===== config.mk =====
export PLATFORM = sky130hd
export DESIGN_NAME = memory_access_flat
export DESIGN_NICKNAME = d
export VERILOG_FILES = /design/src/rtl/memory_access_if.sv /design/src/rtl/memory_access.sv /design/src/flat_wrapper.sv
export SDC_FILE = /design/constraint.sdc
export NUM_CORES = 1
export LEC_CHECK = 0
export CORE_UTILIZATION = 35
export DETAILED_ROUTE_END_ITERATION = 6
export GPL_ROUTABILITY_DRIVEN = 0
export GPL_TIMING_DRIVEN = 0
export PLACE_DENSITY = 0.75
export SETUP_SLACK_MARGIN = 0.2
export SLEW_MARGIN = 20
export SYNTH_ARGS = -nofsm -noshare
export SYNTH_HDL_FRONTEND = slang
export SYNTH_SLANG_ARGS = --single-unit

===== constraint.sdc =====
create_clock -name clk -period 2.2 [get_ports clk]
set_input_delay 0.44 -clock clk [delete_from_list [all_inputs] [get_ports clk]]
set_output_delay 0.44 -clock clk [all_outputs]
set_load 0.02 [all_outputs]

===== src/rtl/memory_access_if.sv =====
// Data-memory req/ack port between the MEM stage (master) and the data memory (slave).
interface memory_access_if #(
  parameter int ADDR_WIDTH = 32,
  parameter int DATA_WIDTH = 32
);
  logic                    dmem_req;
  logic                    dmem_we;
  logic [ADDR_WIDTH-1:0]   dmem_addr;
  logic [DATA_WIDTH-1:0]   dmem_wdata;
  logic [DATA_WIDTH/8-1:0] dmem_be;
  logic                    dmem_ack;
  logic [DATA_WIDTH-1:0]   dmem_rdata;

  modport master (
    output dmem_req, dmem_we, dmem_addr, dmem_wdata, dmem_be,
    input  dmem_ack, dmem_rdata
  );

  modport slave (
    input  dmem_req, dmem_we, dmem_addr, dmem_wdata, dmem_be,
    output dmem_ack, dmem_rdata
  );
endinterface


===== src/rtl/memory_access.sv =====
// MEM pipeline stage: byte-lane steering, req/ack data-memory access, load extension, MEM/WB register.
// Define MEM_MISALIGN_TRAP_EN to trap misaligned H/W accesses instead of forcing them aligned.
module memory_access #(
  parameter int DATA_WIDTH = 32,
  parameter int ADDR_WIDTH = 32
) (
  input  logic                  clk,
  input  logic                  rst,
  input  logic                  i_valid,
  input  logic [DATA_WIDTH-1:0] i_alu_result,
  input  logic [DATA_WIDTH-1:0] i_write_data,
  input  logic [2:0]            i_funct3,
  input  logic [4:0]            i_rd,
  input  logic                  ctrl_mem_read,
  input  logic                  ctrl_mem_write,
  input  logic                  ctrl_reg_write,
  memory_access_if.master       dmem,
  output logic                  o_valid,
  output logic [DATA_WIDTH-1:0] o_result,
  output logic [4:0]            o_rd,
  output logic                  o_reg_write,
`ifdef MEM_MISALIGN_TRAP_EN
  output logic                  o_misaligned,
`endif
  output logic                  stall
);

  typedef enum logic {IDLE, BUSY} state_e;
  typedef enum logic [1:0] {SZ_B = 2'd0, SZ_H = 2'd1, SZ_W = 2'd2} size_e;

  // funct3[1:0] picks the size; 011/110/111 fall through to a full word.
  function automatic size_e decode_size(input logic [2:0] f3);
    case (f3[1:0])
      2'b00:   return SZ_B;
      2'b01:   return SZ_H;
      default: return SZ_W;
    endcase
  endfunction

  state_e                state, next_state;
  size_e                 in_size;
  logic [1:0]            in_off;
  logic [3:0]            in_be;
  logic [DATA_WIDTH-1:0] in_wdata;
  logic                  mem_op;
  logic                  trap;
  logic                  accept;
  logic                  start_mem;

  size_e                 size_q;
  logic                  unsigned_q;
  logic [1:0]            off_q;
  logic [DATA_WIDTH-1:0] addr_q;
  logic [4:0]            rd_q;
  logic                  reg_write_q;
  logic [DATA_WIDTH-1:0] rdata_shift;
  logic [DATA_WIDTH-1:0] load_ext;

  // Request decode: effective lane offset, byte enables and replicated store data.
  always_comb begin
    // NOTE: every signal gets a default before the case so no path can infer a latch.
    in_size  = decode_size(i_funct3);
    in_off   = i_alu_result[1:0];
    in_be    = 4'b1111;
    in_wdata = i_write_data;
    case (in_size)
      SZ_B: begin
        in_be    = 4'b0001 << in_off;
        in_wdata = {4{i_write_data[7:0]}};
      end
      SZ_H: begin
        in_off   = {i_alu_result[1], 1'b0};
        in_be    = 4'b0011 << in_off;
        in_wdata = {2{i_write_data[15:0]}};
      end
      default: begin
        in_off = 2'b00;
      end
    endcase
  end

  assign mem_op = ctrl_mem_read | ctrl_mem_write;

`ifdef MEM_MISALIGN_TRAP_EN
  assign trap = mem_op && (((in_size == SZ_H) && i_alu_result[0]) ||
                           ((in_size == SZ_W) && (i_alu_result[1:0] != 2'b00)));
`else
  assign trap = 1'b0;
`endif

  assign accept    = (state == IDLE) && i_valid;
  assign start_mem = accept && mem_op && !trap;

  // State register.
  always_ff @(posedge clk) begin
    // NOTE: sequential state uses non-blocking assignments so every flop samples pre-edge values.
    if (!rst) state <= IDLE;
    else      state <= next_state;
  end

  // Next-state logic.
  always_comb begin
    next_state = state;
    case (state)
      IDLE:    if (start_mem)     next_state = BUSY;
      BUSY:    if (dmem.dmem_ack) next_state = IDLE;
      default: next_state = IDLE;
    endcase
  end

  // Moore/Mealy outputs; stall releases in the ack cycle itself.
  always_comb begin
    dmem.dmem_req = (state == BUSY);
    stall         = (state == BUSY) && !dmem.dmem_ack;
  end

  // Load alignment and sign/zero extension from the latched offset and size.
  always_comb begin
    rdata_shift = dmem.dmem_rdata >> {off_q, 3'b000};
    case (size_q)
      SZ_B:    load_ext = unsigned_q ? {24'b0, rdata_shift[7:0]}
                                     : {{24{rdata_shift[7]}}, rdata_shift[7:0]};
      SZ_H:    load_ext = unsigned_q ? {16'b0, rdata_shift[15:0]}
                                     : {{16{rdata_shift[15]}}, rdata_shift[15:0]};
      default: load_ext = rdata_shift;
    endcase
  end

  // Memory-port registers, access context and the MEM/WB register.
  always_ff @(posedge clk) begin
    if (!rst) begin
      dmem.dmem_we    <= 1'b0;
      dmem.dmem_addr  <= '0;
      dmem.dmem_wdata <= '0;
      dmem.dmem_be    <= '0;
      size_q          <= SZ_B;
      unsigned_q      <= 1'b0;
      off_q           <= 2'b00;
      addr_q          <= '0;
      rd_q            <= '0;
      reg_write_q     <= 1'b0;
      o_valid         <= 1'b0;
      o_result        <= '0;
      o_rd            <= '0;
      o_reg_write     <= 1'b0;
`ifdef MEM_MISALIGN_TRAP_EN
      o_misaligned    <= 1'b0;
`endif
    end else begin
      o_valid     <= 1'b0;
      o_reg_write <= 1'b0;
`ifdef MEM_MISALIGN_TRAP_EN
      o_misaligned <= 1'b0;
`endif
      if (start_mem) begin
        dmem.dmem_we    <= ctrl_mem_write;
        dmem.dmem_addr  <= {i_alu_result[ADDR_WIDTH-1:2], 2'b00};
        dmem.dmem_wdata <= in_wdata;
        dmem.dmem_be    <= in_be;
        size_q          <= in_size;
        unsigned_q      <= i_funct3[2];
        off_q           <= in_off;
        addr_q          <= i_alu_result;
        rd_q            <= i_rd;
        reg_write_q     <= ctrl_reg_write;
      end else if (accept) begin
        // ALU passthrough, or a trapped misaligned access that never reaches memory.
        o_valid     <= 1'b1;
        o_result    <= i_alu_result;
        o_rd        <= i_rd;
        o_reg_write <= ctrl_reg_write && !trap;
`ifdef MEM_MISALIGN_TRAP_EN
        o_misaligned <= trap;
`endif
      end else if ((state == BUSY) && dmem.dmem_ack) begin
        o_valid     <= 1'b1;
        o_rd        <= rd_q;
        o_result    <= dmem.dmem_we ? addr_q : load_ext;
        o_reg_write <= dmem.dmem_we ? 1'b0 : reg_write_q;
      end
    end
  end

endmodule

===== src/flat_wrapper.sv =====
// flat-port wrapper written by rule: the top's interface ports become plain ports
module memory_access_flat 
#(
  parameter int DATA_WIDTH = 32,
  parameter int ADDR_WIDTH = 32
)
  (clk, rst, i_valid, i_alu_result, i_write_data, i_funct3, i_rd, ctrl_mem_read, ctrl_mem_write, ctrl_reg_write, o_valid, o_result, o_rd, o_reg_write, stall, dmem_dmem_req, dmem_dmem_we, dmem_dmem_addr, dmem_dmem_wdata, dmem_dmem_be, dmem_dmem_ack, dmem_dmem_rdata);
  memory_access_if #(.ADDR_WIDTH(ADDR_WIDTH), .DATA_WIDTH(DATA_WIDTH)) dmem_i ();
  input  logic clk;
  input  logic rst;
  input  logic i_valid;
  input  logic [DATA_WIDTH-1:0] i_alu_result;
  input  logic [DATA_WIDTH-1:0] i_write_data;
  input  logic [2:0] i_funct3;
  input  logic [4:0] i_rd;
  input  logic ctrl_mem_read;
  input  logic ctrl_mem_write;
  input  logic ctrl_reg_write;
  output logic o_valid;
  output logic [DATA_WIDTH-1:0] o_result;
  output logic [4:0] o_rd;
  output logic o_reg_write;
  output logic stall;
  output wire logic [$bits(dmem_i.dmem_req)-1:0] dmem_dmem_req;
  output wire logic [$bits(dmem_i.dmem_we)-1:0] dmem_dmem_we;
  output wire logic [$bits(dmem_i.dmem_addr)-1:0] dmem_dmem_addr;
  output wire logic [$bits(dmem_i.dmem_wdata)-1:0] dmem_dmem_wdata;
  output wire logic [$bits(dmem_i.dmem_be)-1:0] dmem_dmem_be;
  input wire logic [$bits(dmem_i.dmem_ack)-1:0] dmem_dmem_ack;
  input wire logic [$bits(dmem_i.dmem_rdata)-1:0] dmem_dmem_rdata;
  assign dmem_dmem_req = dmem_i.dmem_req;
  assign dmem_dmem_we = dmem_i.dmem_we;
  assign dmem_dmem_addr = dmem_i.dmem_addr;
  assign dmem_dmem_wdata = dmem_i.dmem_wdata;
  assign dmem_dmem_be = dmem_i.dmem_be;
  assign dmem_i.dmem_ack = dmem_dmem_ack;
  assign dmem_i.dmem_rdata = dmem_dmem_rdata;
  memory_access #(.DATA_WIDTH(DATA_WIDTH), .ADDR_WIDTH(ADDR_WIDTH)) u_core (.clk(clk), .rst(rst), .i_valid(i_valid), .i_alu_result(i_alu_result), .i_write_data(i_write_data), .i_funct3(i_funct3), .i_rd(i_rd), .ctrl_mem_read(ctrl_mem_read), .ctrl_mem_write(ctrl_mem_write), .ctrl_reg_write(ctrl_reg_write), .dmem(dmem_i), .o_valid(o_valid), .o_result(o_result), .o_rd(o_rd), .o_reg_write(o_reg_write), .stall(stall));
endmodule

Word-level counts from Yosys, hierarchy flattened. Cells that the tools add are included.

Flip-flop bits (word level): 150. Latch bits: 0. Memory bits (writable): 0. Memory bits (read-only): 0. Input bits: 111. Word-level logic and storage cells: 56. Memories kept: 0.

Add/subtract/negate cells: 0. Multipliers: 0. Divide/modulo/power cells: 0. $lt $le $gt $ge: 0. Eq/ne operators: 3. Shift operators: 3. Mux-type cells: 20. Bitwise logic cells: 4. Reduce and logical (&&, ||, !) cells: 11.

Operators with widths (count): $mux 32 (5); $pmux 32 s2 (2); $shr 32x5->32 (1); $mux 5 (2); $pmux 2 s2 (2); $pmux 4 s2 (1); $mux 1 (7); $eq 2x1->1 const B (3); $logic_not 2->1 (3); $logic_and 1x1->1 (4); $shl 1x2->4 const A (1); $shl 2x2->4 const A (1); $not 1->1 (3); $pmux 1 s2 (1); $reduce_and 2->1 (1); $reduce_bool 2->1 (1); $reduce_or 2->1 (1); $logic_not 1->1 (1); $or 1x1->1 (1).

Logic depth before layout (Yosys ltp).
Depth after elaboration: 6. Gate-level depth with buffers: 7. Depth with buffers taken out: 4.

Worst setup path before layout. No wires, ideal clock.

Path kind: input to register. From: input port ctrl_mem_write. To: register u_core.o_result[10]. Setup time: 0.134 ns. Arrival time: 1.820 ns. Path slack: 0.246 ns. Cell stages on the path: 5. Path buffers: 1. Cells stage by stage: or4b_1 > clkbuf_2 > a221o_1 > a221oi_1 > a2111oi_0.

Cells in the longest elaborated chain, start to end: 4.

RTL lines: start: declaration (RTL line flat_wrapper.sv:17) `input logic ctrl_mem_write;`; $or 1x1->1 (RTL line memory_access.sv:82) `assign mem_op = ctrl_mem_read | ctrl_mem_write;`; $logic_and 1x1->1 (RTL line memory_access.sv:92) `assign start_mem = accept && mem_op && !trap;`; $not 1->1 (no source line); $reduce_and 2->1 (no source line); end signal: assignment (RTL line memory_access.sv:169) `o_result <= i_alu_result;`; end signal: assignment (RTL line memory_access.sv:178) `o_result <= dmem.dmem_we ? addr_q : load_ext;`; end: declaration (RTL line memory_access.sv:19) `output logic [DATA_WIDTH-1:0] o_result,`.

Every way passes these cells. A chain may end at the register's enable or synchronous reset.

Final worst setup path.
From: register u_core.state (netlist: u_core.dmem.dmem_req). To: register u_core.o_result[13].

Cells in the longest elaborated chain, start to end: 5. Elaborated cells on any way between the ends: 8. Classes of those cells: mux: 1; bitwise: 2; reduce/logical: 5.

RTL lines: start: declaration (RTL line memory_access.sv:40) `state_e state, next_state;`; start signal: assignment (RTL line memory_access.sv:98) `else state <= next_state;`; $not 1->1 (RTL line memory_access.sv:91) `assign accept = (state == IDLE) && i_valid;`; $logic_and 1x1->1 (RTL line memory_access.sv:91); $logic_and 1x1->1 (RTL line memory_access.sv:92); $not 1->1 (no source line); $reduce_and 2->1 (no source line).

Parallel ways exist; a longest one is shown, timed or not.

==> reports/qor.txt <==
number of top-level pins = 221
Cells after Synth = 769
via count = 7015
All-Layer GR Usage = 27.1%
clock power share = 43.7%
clk_skew = 0.00644 ns
DR WL/cell = 19.7 µm
switching pwr = 1.98 mW
hold buffer count at CTS = 0
P per Cell Area = 763 nW/µm²
period utilisation layout = 92.2%
CP max stage delay = 0.51 ns
combinational share of power = 22.1%
Die Area = 17900 µm²
RSZ-0062 raised after global routing = true
worst-case hold path end point = u_core.size_q[0]$_SDFFE_PN0P_
DIE HEIGHT = 134 µm
async set-reset flop share out of synthesis = 0%
Leak = 3.66 nW
share of cells above drive strength 1 = 12.0%
most common cell after layout, fill and taps aside = clkdlybuf4s50_1
first-pass GRT wire length = 37100 µm
fmax = 0.493 GHz
initial drt markers = 645
total length of routed wires = 24500 µm
detailed-route DRC error count = 0
Via-to-Cell Ratio = 5.64
clk slew on worst S/H paths = 0.05 ns
detailed placer's ending HPWL = 17700 µm
measured slew at the worst slew-check pin = 0.784 ns
Post-layout nets = 1119
Critical Path, Cell by Cell = or4b_1 -> clkbuf_8 -> a221o_4 -> a221oi_2 -> a2111oi_1
initial antenna violation count = 2
ANT nets after route = 0
Power Internal = 5.18 mW
FP Rows = 47
synthesized area = 6080 µm²
Initial Util = 36.3%
Worst setup SP type = flop
sequential power share = 34.2%
CP max FO = 7
core box area = 16800 µm²
Worst setup EP type = flop
Yosys cell types = 46
worst hold slack = 0.454 ns
Reg2Reg Launch Point = u_core.dmem.dmem_req$_SDFF_PN0_
Cells on Worst Hold Path = 3
switch share = 27.6%
Reg2Reg Setup Slack = 0.17 ns
H-tree depth = 4
Yosys top cell by area = dfxtp_1
Synth Register Bits = 120
latest clock arrival within the worst-skew pair = 0.42 ns
Placed Area = 8520 µm²
vias in the first global route = 6682
die span in x = 134 µm
fillcell total = 1536
GRT overflow = 0
Crit Path Class = reg2reg
final std cell area, no fill = 9370 µm²
status = completed
worst path arrival time = 2.29 ns
Seq/Total Area, Yosys = 39.5%
Fin. Hold Viols = 0
CTS tree = built
CTS Buffer Depth = 2
largest cells by area after synthesis = dfxtp_1 40%, nand2_1 9.1%, a21oi_1 8.3%, mux2i_1 5.6%, buf_4 4.0%
final core occ = 55.9%
worst reg2reg path endpoint = u_core.o_result[13]$_SDFFE_PN0P_
Port Buf Inserts = 216
Req. time, crit path = 2.46 ns
Hold Path Class = in2reg
# clock sinks = 120
R2R cell count = 5
final setup violating endpoints = 0
TritonRoute pass-1 iters = 5
Synth warnings = 0
max_slew headroom = 47.4%
Post-synth EDFFs = 0
total power = 7.16 mW
top cell type's share of synthesized area = 39.5%
slowest stage cell, crit path = or4b_1
Tmin final = 2.03 ns
TritonCTS buffer count = 17
Syn Area/Cell = 7.90 µm²
CTS Root Cell = clkbuf_16
hold path start = i_funct3[0]
Max VDD drop = 591 µV
leading cell types in the layout, fill and taps excluded = 200 x clkdlybuf4s50_1, 148 x nand2_1, 119 x dfxtp_1, 101 x a21oi_1, 46 x nor2_1
Max Slew Vio Count = 0
P&R area growth vs syn = 54.3%
largest net degree at the start of global routing = 17
total of max-cap violations = 0
Top FF cell, synth = dfxtp_1
critical path, delay by kind of cell (launching register included):
family / cells / cell delay, ns
flip-flops: 1 / 0.37
AND/OR/NAND/NOR: 1 / 0.51
buffers and inverters: 1 / 0.17
AO/OA/AOI/OAI: 3 / 0.82
layout make-up:
cell class	instances	area, µm²	share of cell area (%)
multi-input combinational	543	3230	34.5
sequential	120	2410	25.7
timing repair buffer	219	2210	23.5
buffer	103	577	6.15
clock buffer	24	492	5.25
tap	220	275	2.94
clock inverter	8	165	1.76
inverter	4	15.0	0.160
antenna	2	5.00	0.0534
sequential cells by signal, summed over array words and instances (netlist names), 2 cells and up:
register / flops
u_core.rd_q: 5
u_core.o_result: 32
u_core.size_q: 2
u_core.off_q: 2
u_core.addr_q: 31
u_core.dmem.dmem_be: 4
u_core.o_rd: 5
u_core.dmem.dmem_wdata: 32
worst max path at each step:
stage                                          startpoint                          endpoint  slack (ns)  cells past startpoint
after global routing      u_core.dmem.dmem_req$_SDFF_PN0_  u_core.o_result[12]$_SDFFE_PN0P_        0.13                      5
after detailed placement                   ctrl_mem_write  u_core.o_result[29]$_SDFFE_PN0P_       -0.86                      6
after global placement                     ctrl_mem_write  u_core.o_result[26]$_SDFFE_PN0P_       -0.78                      6
final                     u_core.dmem.dmem_req$_SDFF_PN0_  u_core.o_result[13]$_SDFFE_PN0P_        0.17                      5
after CTS                                   dmem_dmem_ack  u_core.o_result[27]$_SDFFE_PN0P_        0.13                      7
after floorplan                            ctrl_mem_write  u_core.o_result[10]$_SDFFE_PN0P_        0.25                      5
logic make-up after synthesis:
logic type / after synthesis / synth area share [%]
simple gates: 266 / 19.5
flops: 120 / 39.5
buf+inv: 107 / 8.83
compound gates: 233 / 24.9
mux: 42 / 7.27
other cells: 1 / 0.0617
power groups by stage:
stage	Sequential (mW)	Clock (mW)	Combinational (mW)
floorplan	2.60	0	0.636
global placement	2.48	0	1.50
detailed placement	2.49	0	1.51
CTS	2.45	3.13	1.55
global route	2.46	3.24	1.68
finish	2.45	3.12	1.58
layer usage:
layer  track usage [%]  vias up  wire [µm]
met5                 0        -          0
met4              11.9        0        747
met3              8.99       55       2820
met2              44.5      416      11600
met1              32.1     3307       9360
li1                  -     3237          -
metrics by stage:
stage                     std cells  setup TNS (ns)  worst slack, ns
after floorplan                 770               0            0.246
after global placement         1206          -61.29           -0.781
after detailed placement       1206          -64.36           -0.861
after CTS                      1240               0            0.129
after global routing           1243               0            0.129
final                          1243               0            0.172
Yosys cell counts, types with 2 or more instances:
master and instances:
or3_1 37, nand2_1 148, nor4_1 8, nand3_1 2, o2111ai_1 7, a2111oi_0 9
mux2_2 7, a221oi_1 5, buf_1 5, mux2i_1 34, nor3_1 3, nor2b_1 4
o21ai_0 27, a221oi_2 2, a211oi_1 11, clkbuf_1 54, a21oi_1 101, buf_4 32
o211ai_1 17, a311oi_1 21, inv_1 3, buf_2 11, nand2b_1 3, a31oi_1 9
dfxtp_1 120, nor2_1 48, o311ai_0 15, a22oi_1 2, nand3b_1 7
what timing repair did:
| action | 4_1_cts | 5_1_grt |
|---|---|---|
| endpoints found under the setup margin | 123 | 94 |
| resized for setup | 39 | 47 |
| setup buffers | 2 | 1 |
| pin swaps | 2 | 2 |
Note: power is estimated with default switching activity, not from simulation.
